$ cat src/rtl/visual_peak_history_multi.sv
// Scrolling multi-channel peak-history display: per-channel circular sample history drawn as
// bars or dots, with a per-channel peak-hold marker, two-stage pixel pipeline on the pixel clock.
module visual_peak_history_multi #(
    parameter int NCH     = 2,
    parameter int SEQ_LEN = 64,
    parameter int BAR_W   = 8,
    parameter int X0      = 64,
    parameter int LANE_Y0 = 160,
    parameter int LANE_H  = 160,
    parameter int HOLD_FR = 26,
    parameter int DECAY   = 2
) (
    input  logic              iCLK,
    input  logic              iRST,
    input  logic [9:0]        iX,
    input  logic [9:0]        iY,
    input  logic [NCH*15-1:0] iPeak,
    input  logic              iSampleStb,
    input  logic              iFrameStb,
    input  logic              iMode,
    input  logic              iFreeze,
    output logic [9:0]        oR,
    output logic [9:0]        oG,
    output logic [9:0]        oB,
    output logic              oReady
);

    localparam int AW = $clog2(SEQ_LEN);
    localparam int BW = $clog2(BAR_W);
    localparam int CW = $clog2(HOLD_FR + 1);
    localparam logic [10:0] XLO = 11'(X0);
    localparam logic [10:0] XHI = 11'(X0 + SEQ_LEN * BAR_W);

    typedef enum logic {CLEAR = 1'b0, RUN = 1'b1} stateT;

    stateT          state, stateNext;
    logic [AW-1:0]  clrAddr, wptr, wrAddr, rdAddr;
    logic           run, push, frame, wrEn;

    always_ff @(posedge iCLK) begin
        if (iRST) state <= CLEAR;
        else      state <= stateNext;
    end

    // NOTE: every signal driven here gets a default first, so no latch can be inferred.
    always_comb begin
        stateNext = state;
        run       = 1'b0;
        oReady    = 1'b0;
        case (state)
            CLEAR: if (clrAddr == AW'(SEQ_LEN - 1)) stateNext = RUN;
            RUN: begin
                run    = 1'b1;
                oReady = 1'b1;
            end
            default: stateNext = CLEAR;
        endcase
    end

    assign push   = run & iSampleStb & ~iFreeze;
    assign frame  = run & iFrameStb;
    assign wrEn   = ~run | push;
    assign wrAddr = run ? wptr : clrAddr;

    // NOTE: sequential state uses non-blocking assignments so all registers update together.
    always_ff @(posedge iCLK) begin
        if (iRST) begin
            clrAddr <= '0;
            wptr    <= '0;
        end else begin
            if (!run) clrAddr <= clrAddr + AW'(1);
            if (push) wptr    <= wptr + AW'(1);
        end
    end

    logic [6:0] hist   [NCH][SEQ_LEN];
    logic [6:0] rdData [NCH];

    // NOTE: the history RAM has no reset; the CLEAR sweep zeroes it so it can map onto block RAM.
    always_ff @(posedge iCLK) begin
        for (int c = 0; c < NCH; c++) begin
            if (wrEn) hist[c][wrAddr] <= run ? iPeak[15*c+8 +: 7] : 7'd0;
            rdData[c] <= hist[c][rdAddr];
        end
    end

    // Stage 1: column address, region flag and per-lane distance above the baseline.
    logic [10:0]        xExt;
    logic [9:0]         xOff;
    logic               inRegion;
    logic signed [11:0] delta   [NCH];
    logic signed [11:0] s1Delta [NCH];
    logic               s1Valid;

    always_comb begin
        xExt     = {1'b0, iX};
        inRegion = (xExt >= XLO) && (xExt < XHI);
        xOff     = iX - XLO[9:0];
        rdAddr   = wptr + xOff[AW+BW-1:BW];
        for (int c = 0; c < NCH; c++) begin
            delta[c] = 12'(LANE_Y0 + c * LANE_H) - {2'b00, iY};
        end
    end

    always_ff @(posedge iCLK) begin
        if (iRST) s1Valid <= 1'b0;
        else      s1Valid <= run & inRegion;
    end

    always_ff @(posedge iCLK) begin
        s1Delta <= delta;
    end

    logic [6:0]    hold    [NCH];
    logic [CW-1:0] holdCnt [NCH];
    logic          modeQ;

    always_ff @(posedge iCLK) begin
        if (iRST) begin
            modeQ <= 1'b0;
            for (int c = 0; c < NCH; c++) begin
                hold[c]    <= '0;
                holdCnt[c] <= '0;
            end
        end else begin
            if (frame) modeQ <= iMode;
            for (int c = 0; c < NCH; c++) begin
                if (push && iPeak[15*c+8 +: 7] >= hold[c]) begin
                    hold[c]    <= iPeak[15*c+8 +: 7];
                    holdCnt[c] <= CW'(HOLD_FR);
                end else if (frame) begin
                    if (holdCnt[c] != '0) holdCnt[c] <= holdCnt[c] - CW'(1);
                    else hold[c] <= (hold[c] > 7'(DECAY)) ? hold[c] - 7'(DECAY) : 7'd0;
                end
            end
        end
    end

    // Stage 2: per-lane hit test, then lanes sharing a colour are summed with saturation.
    logic signed [11:0] hExt    [NCH];
    logic               bar     [NCH];
    logic               mark    [NCH];
    logic [9:0]         contrib [NCH];
    logic [12:0]        sum     [3];
    logic [9:0]         level   [3];

    always_comb begin
        for (int k = 0; k < 3; k++) sum[k] = '0;
        for (int c = 0; c < NCH; c++) begin
            hExt[c] = $signed({5'b00000, rdData[c]});
            mark[c] = (hold[c] != 7'd0) && (s1Delta[c] == $signed({5'b00000, hold[c]}));
            if (modeQ) bar[c] = (rdData[c] != 7'd0) && (s1Delta[c] == hExt[c] - 12'sd1);
            else       bar[c] = (s1Delta[c] >= 12'sd0) && (s1Delta[c] < hExt[c]);
            contrib[c] = mark[c] ? 10'h3FF : (bar[c] ? {rdData[c], 3'b000} : 10'd0);
            sum[c % 3] = sum[c % 3] + 13'(contrib[c]);
        end
        for (int k = 0; k < 3; k++) begin
            level[k] = (sum[k] > 13'd1023) ? 10'h3FF : sum[k][9:0];
        end
    end

    always_ff @(posedge iCLK) begin
        if (iRST) begin
            oR <= '0;
            oG <= '0;
            oB <= '0;
        end else begin
            oR <= s1Valid ? level[0] : 10'd0;
            oG <= s1Valid ? level[1] : 10'd0;
            oB <= s1Valid ? level[2] : 10'd0;
        end
    end

endmodule

$ cat config.mk
export PLATFORM = sky130hd
export DESIGN_NAME = visual_peak_history_multi
export DESIGN_NICKNAME = d
export VERILOG_FILES = /design/src/rtl/visual_peak_history_multi.sv
export SDC_FILE = /design/constraint.sdc
export NUM_CORES = 1
export LEC_CHECK = 0
export CAP_MARGIN = 10
export CORE_MARGIN = 2
export CORE_UTILIZATION = 60
export DETAILED_ROUTE_END_ITERATION = 7
export DONT_BUFFER_PORTS = 1
export GPL_ROUTABILITY_DRIVEN = 0
export PLACE_DENSITY = 0.76
export SYNTH_ARGS = -nofsm -noshare
export SYNTH_HDL_FRONTEND = slang
export SYNTH_SLANG_ARGS = --single-unit
$ cat constraint.sdc
create_clock -name iCLK -period 6.26 [get_ports iCLK]
set_input_delay 1.252 -clock iCLK [delete_from_list [all_inputs] [get_ports iCLK]]
set_output_delay 1.252 -clock iCLK [all_outputs]
set_load 0.05 [all_outputs]
==> summary.md <==
| Metric | Value |
|---|---|
| Status | finished, violations left |
| Failing checks | DRC |
| Die Wd | between 200 and 300 um |
| Pleak | 15.8 nW |
| Highest-count cells in the layout ignoring fill and taps | edfxtp_1, mux4_2, mux2i_1 |
| RSZ-0062 raised after global routing | no |
| Grt total ovfl | 0 |
| Critical Path Most Common Cell | mux2i_1 |
| Finished Layout Cells | 3121 |
| WL/cell | around 28 um |
| Final Critical Period | 4.27 ns |
| Worst-path cell with the longest stage delay | fa_4 |
| Post-DP HPWL | approximately 52000 um |
| WS Path Type | in -> reg |
| CP arrival | 4.77 ns |
| Initial Util | 0.608 |
| Die ar. | between 60000 and 70000 um2 |
| Pwr per Cell Area | ~300 nW/um2 |
| Post-Syn Area | roughly 40000 um2 |
| Clock Skews | slightly below 0.02 ns |
| Clock Pin Slew Worst Setup and Hold Paths | ~0.06 ns |
| Fin crit share | 0.683 |
| Ys Warns | 0 |
| CTS tree | built |
| Clk sinks | about 980 |
| Register area share after synthesis | 0.718 |
| Clock root buffer | clkbuf_16 |
| Post-CTS Hold Fix Bufs | 0 |
| Fraction of layout cells with a size suffix above 1 | 0.226 |
| Fmax | around 230 MHz |
| Area of the multi-input gates | roughly 11000 um2 |
| Vias/cell | approximately 6.4 |
| DRC viols | 1 |
| Setup TNS | 0 ns |
| DRT Pass-1 Iters | 8 |
| Netlist cell types | between 60 and 70 |
| Syn Area/Cell | 19.3 um2 |
| Syn-to-layout area delta | 11.5% |
| Die H | 263 um |
| Post-synth top flop | edfxtp_1 |
| Final hold vios | 0 |
| Port Buffers | 0 |
| Cell Rows | 94 |
| Post-CTS sizing | 0 |
| # IOs | between 80 and 90 |
| Critical path, cell by cell | ha_4, fa_4, buf_4, mux4_2, mux2i_1, mux2i_1, mux2i_1, mux2i_1 |
| Global-route wire length before repair | 131000 um |
| Worst-path fanout max | 36 |
| Setup WS post-layout | 1.99 ns |
| Pre-CTS WS | between 1 and 1.5 ns |
| FF+latch count, synth | roughly 980 |
| Maximum vdd drop | roughly 0.25 mV |
| Final number of max-transition violations | 0 |
| WP data required | just under 7 ns |
| Initial antenna violation count | 3 |
| Final Setup Violations | 0 |
| CP Capture Type | flip-flop |
| Starting DRT DRC Count | 2000 |
| Worst-Margin Slew | 1.18 ns |
| Worst slew margin | 0.213 |
| Crit start category | input port |
| Commonest non-fill, non-tap cell in the layout | edfxtp_1 |
| Post-Route WL | just under 90000 um |
| Register area | about 29000 um2 |
| Worst skew pair latency | between 0.6 and 0.7 ns |
| Post-synth ARST share | 0 |
| Total power | 0.0137 W |
| Post-CTS Setup Bufs | 0 |
| Routed Antenna Nets | 0 |
| Number of global-route vias before repair | between 20000 and 25000 |
| Largest net degree at the start of global routing | 65 |
| Fill cell count | between 4000 and 5000 |
| Post-synth EDFFs | ~900 |
| H-tree depth | 3 |
| Maxcap violations | 0 |
| Total GRT Usage | 0.257 |
| Slowest stage delay, CP | 1.22 ns |
| Inst Count DP | ~3000 |
| Clock Tree Buf Depth | 3 |
| Core Util, Final | 0.679 |
| Num CTS Buffers | 96 |
| Nets | roughly 2300 |
| Via Count | 20086 |
| Core area | 66100 um2 |
| Cells after Synth | 2084 |
| Min-delay worst type | reg -> reg |
## metal layers
metal	vias up	part of all wire	global-route usage	routed length (um)
li1	8575	-	-	-
met1	10388	0.39	0.348	34200
met2	938	0.49	0.419	43200
met3	183	0.084	0.0559	7380
met4	2	0.032	0.0883	2820
met5	-	0.00015	0	13
## sequential cells by signal (all words and copies together), names as in the netlist, 6 cells and up
name / flops
hold: 14
rdData: 14
clrAddr: 6
oR: 8
wptr: 6
oG: 8
s1Delta: 17
hist: 896
holdCnt: 10
## cell families after synthesis
family,count (synthesis),synth area share
DFF,982,0.718
muxes,438,0.179
other,1,0.0000932
xor gates and xnor gates,62,0.0137
AOI/OAI and AO/OA,110,0.0200
adders and majority gates,48,0.0151
buffers and inverters,151,0.0190
and+or+nand+nor,292,0.0355
## through the flow
step	cell area, um2	hold WS [ns]
after floorplan	40200	0.465
after global placement	41600	0.480
after CTS	44800	0.507
after global routing	44900	0.528
final	44900	0.532
after detailed placement	41600	0.492
## area by class of cell
type                    instances  share of cell area
flip-flops and latches        982               0.644
diodes                          1           0.0000558
clock inverters                62              0.0138
inverters                      51             0.00427
well taps                     864              0.0241
repair buffers                 85              0.0181
clock buffers                 116              0.0561
multi-input cells             960               0.240
## worst paths after layout
kind	cells after the start	startpoint	slack (ns)	to
max	8	iX[3]	1.99	rdData[0][7]
min	2	clrAddr[0]	0.53	clrAddr[0]
max reg2reg	8	wptr[0]	2.09	rdData[0][7]
min reg2reg	2	clrAddr[0]	0.53	clrAddr[0]
## critical path, delay by kind of cell
kind                     cells  cell delay [ns]
multiplexers                 5             1.52
adder cells (fa/ha/maj)      2             1.37
buffers and inverters        1             0.57
## synthesized netlist by cell type (3+ instances only)
cell | n | share of area
xnor2_1 | 42 | 0.0091
edfxtp_1 | 920 | 0.69
nand2_1 | 49 | 0.0046
clkbuf_1 | 16 | 0.0015
a21oi_1 | 26 | 0.0032
a31oi_1 | 4 | 0.00062
and2_1 | 14 | 0.0022
a21o_1 | 7 | 0.0013
a31o_1 | 7 | 0.0015
nor2b_1 | 11 | 0.0017
nor2_1 | 124 | 0.012
nor4_1 | 4 | 0.00062
o22ai_1 | 3 | 0.00047
ha_1 | 47 | 0.015
or4_1 | 6 | 0.0011
mux2i_1 | 214 | 0.053
nor3_1 | 18 | 0.0022
a211o_1 | 6 | 0.0013
o21a_1 | 8 | 0.0015
nand2b_1 | 8 | 0.0012
buf_2 | 48 | 0.0060
nand3b_1 | 4 | 0.00075
xor2_1 | 19 | 0.0041
and4_1 | 3 | 0.00065
o32ai_1 | 8 | 0.0017
or3_1 | 8 | 0.0012
nand3_1 | 17 | 0.0021
o21ai_0 | 9 | 0.0011
a211oi_1 | 3 | 0.00056
and3_1 | 3 | 0.00047
o21ai_1 | 9 | 0.0011
nand4_1 | 8 | 0.0012
inv_1 | 50 | 0.0047
mux4_2 | 224 | 0.13
dfxtp_1 | 62 | 0.031
buf_4 | 33 | 0.0062
a2111oi_0 | 3 | 0.00065
## where the power goes
group / total [W] / internal (W) / switching [W] / leakage (nW)
clock: 0.00572 / 0.00329 / 0.00243 / 1.51
combinational: 0.000801 / 0.000342 / 0.000459 / 4.74
sequential: 0.00722 / 0.00714 / 0.0000726 / 9.55
total: 0.0137 / 0.0108 / 0.00296 / 15.8
Note: power is estimated with default switching activity, not from simulation.
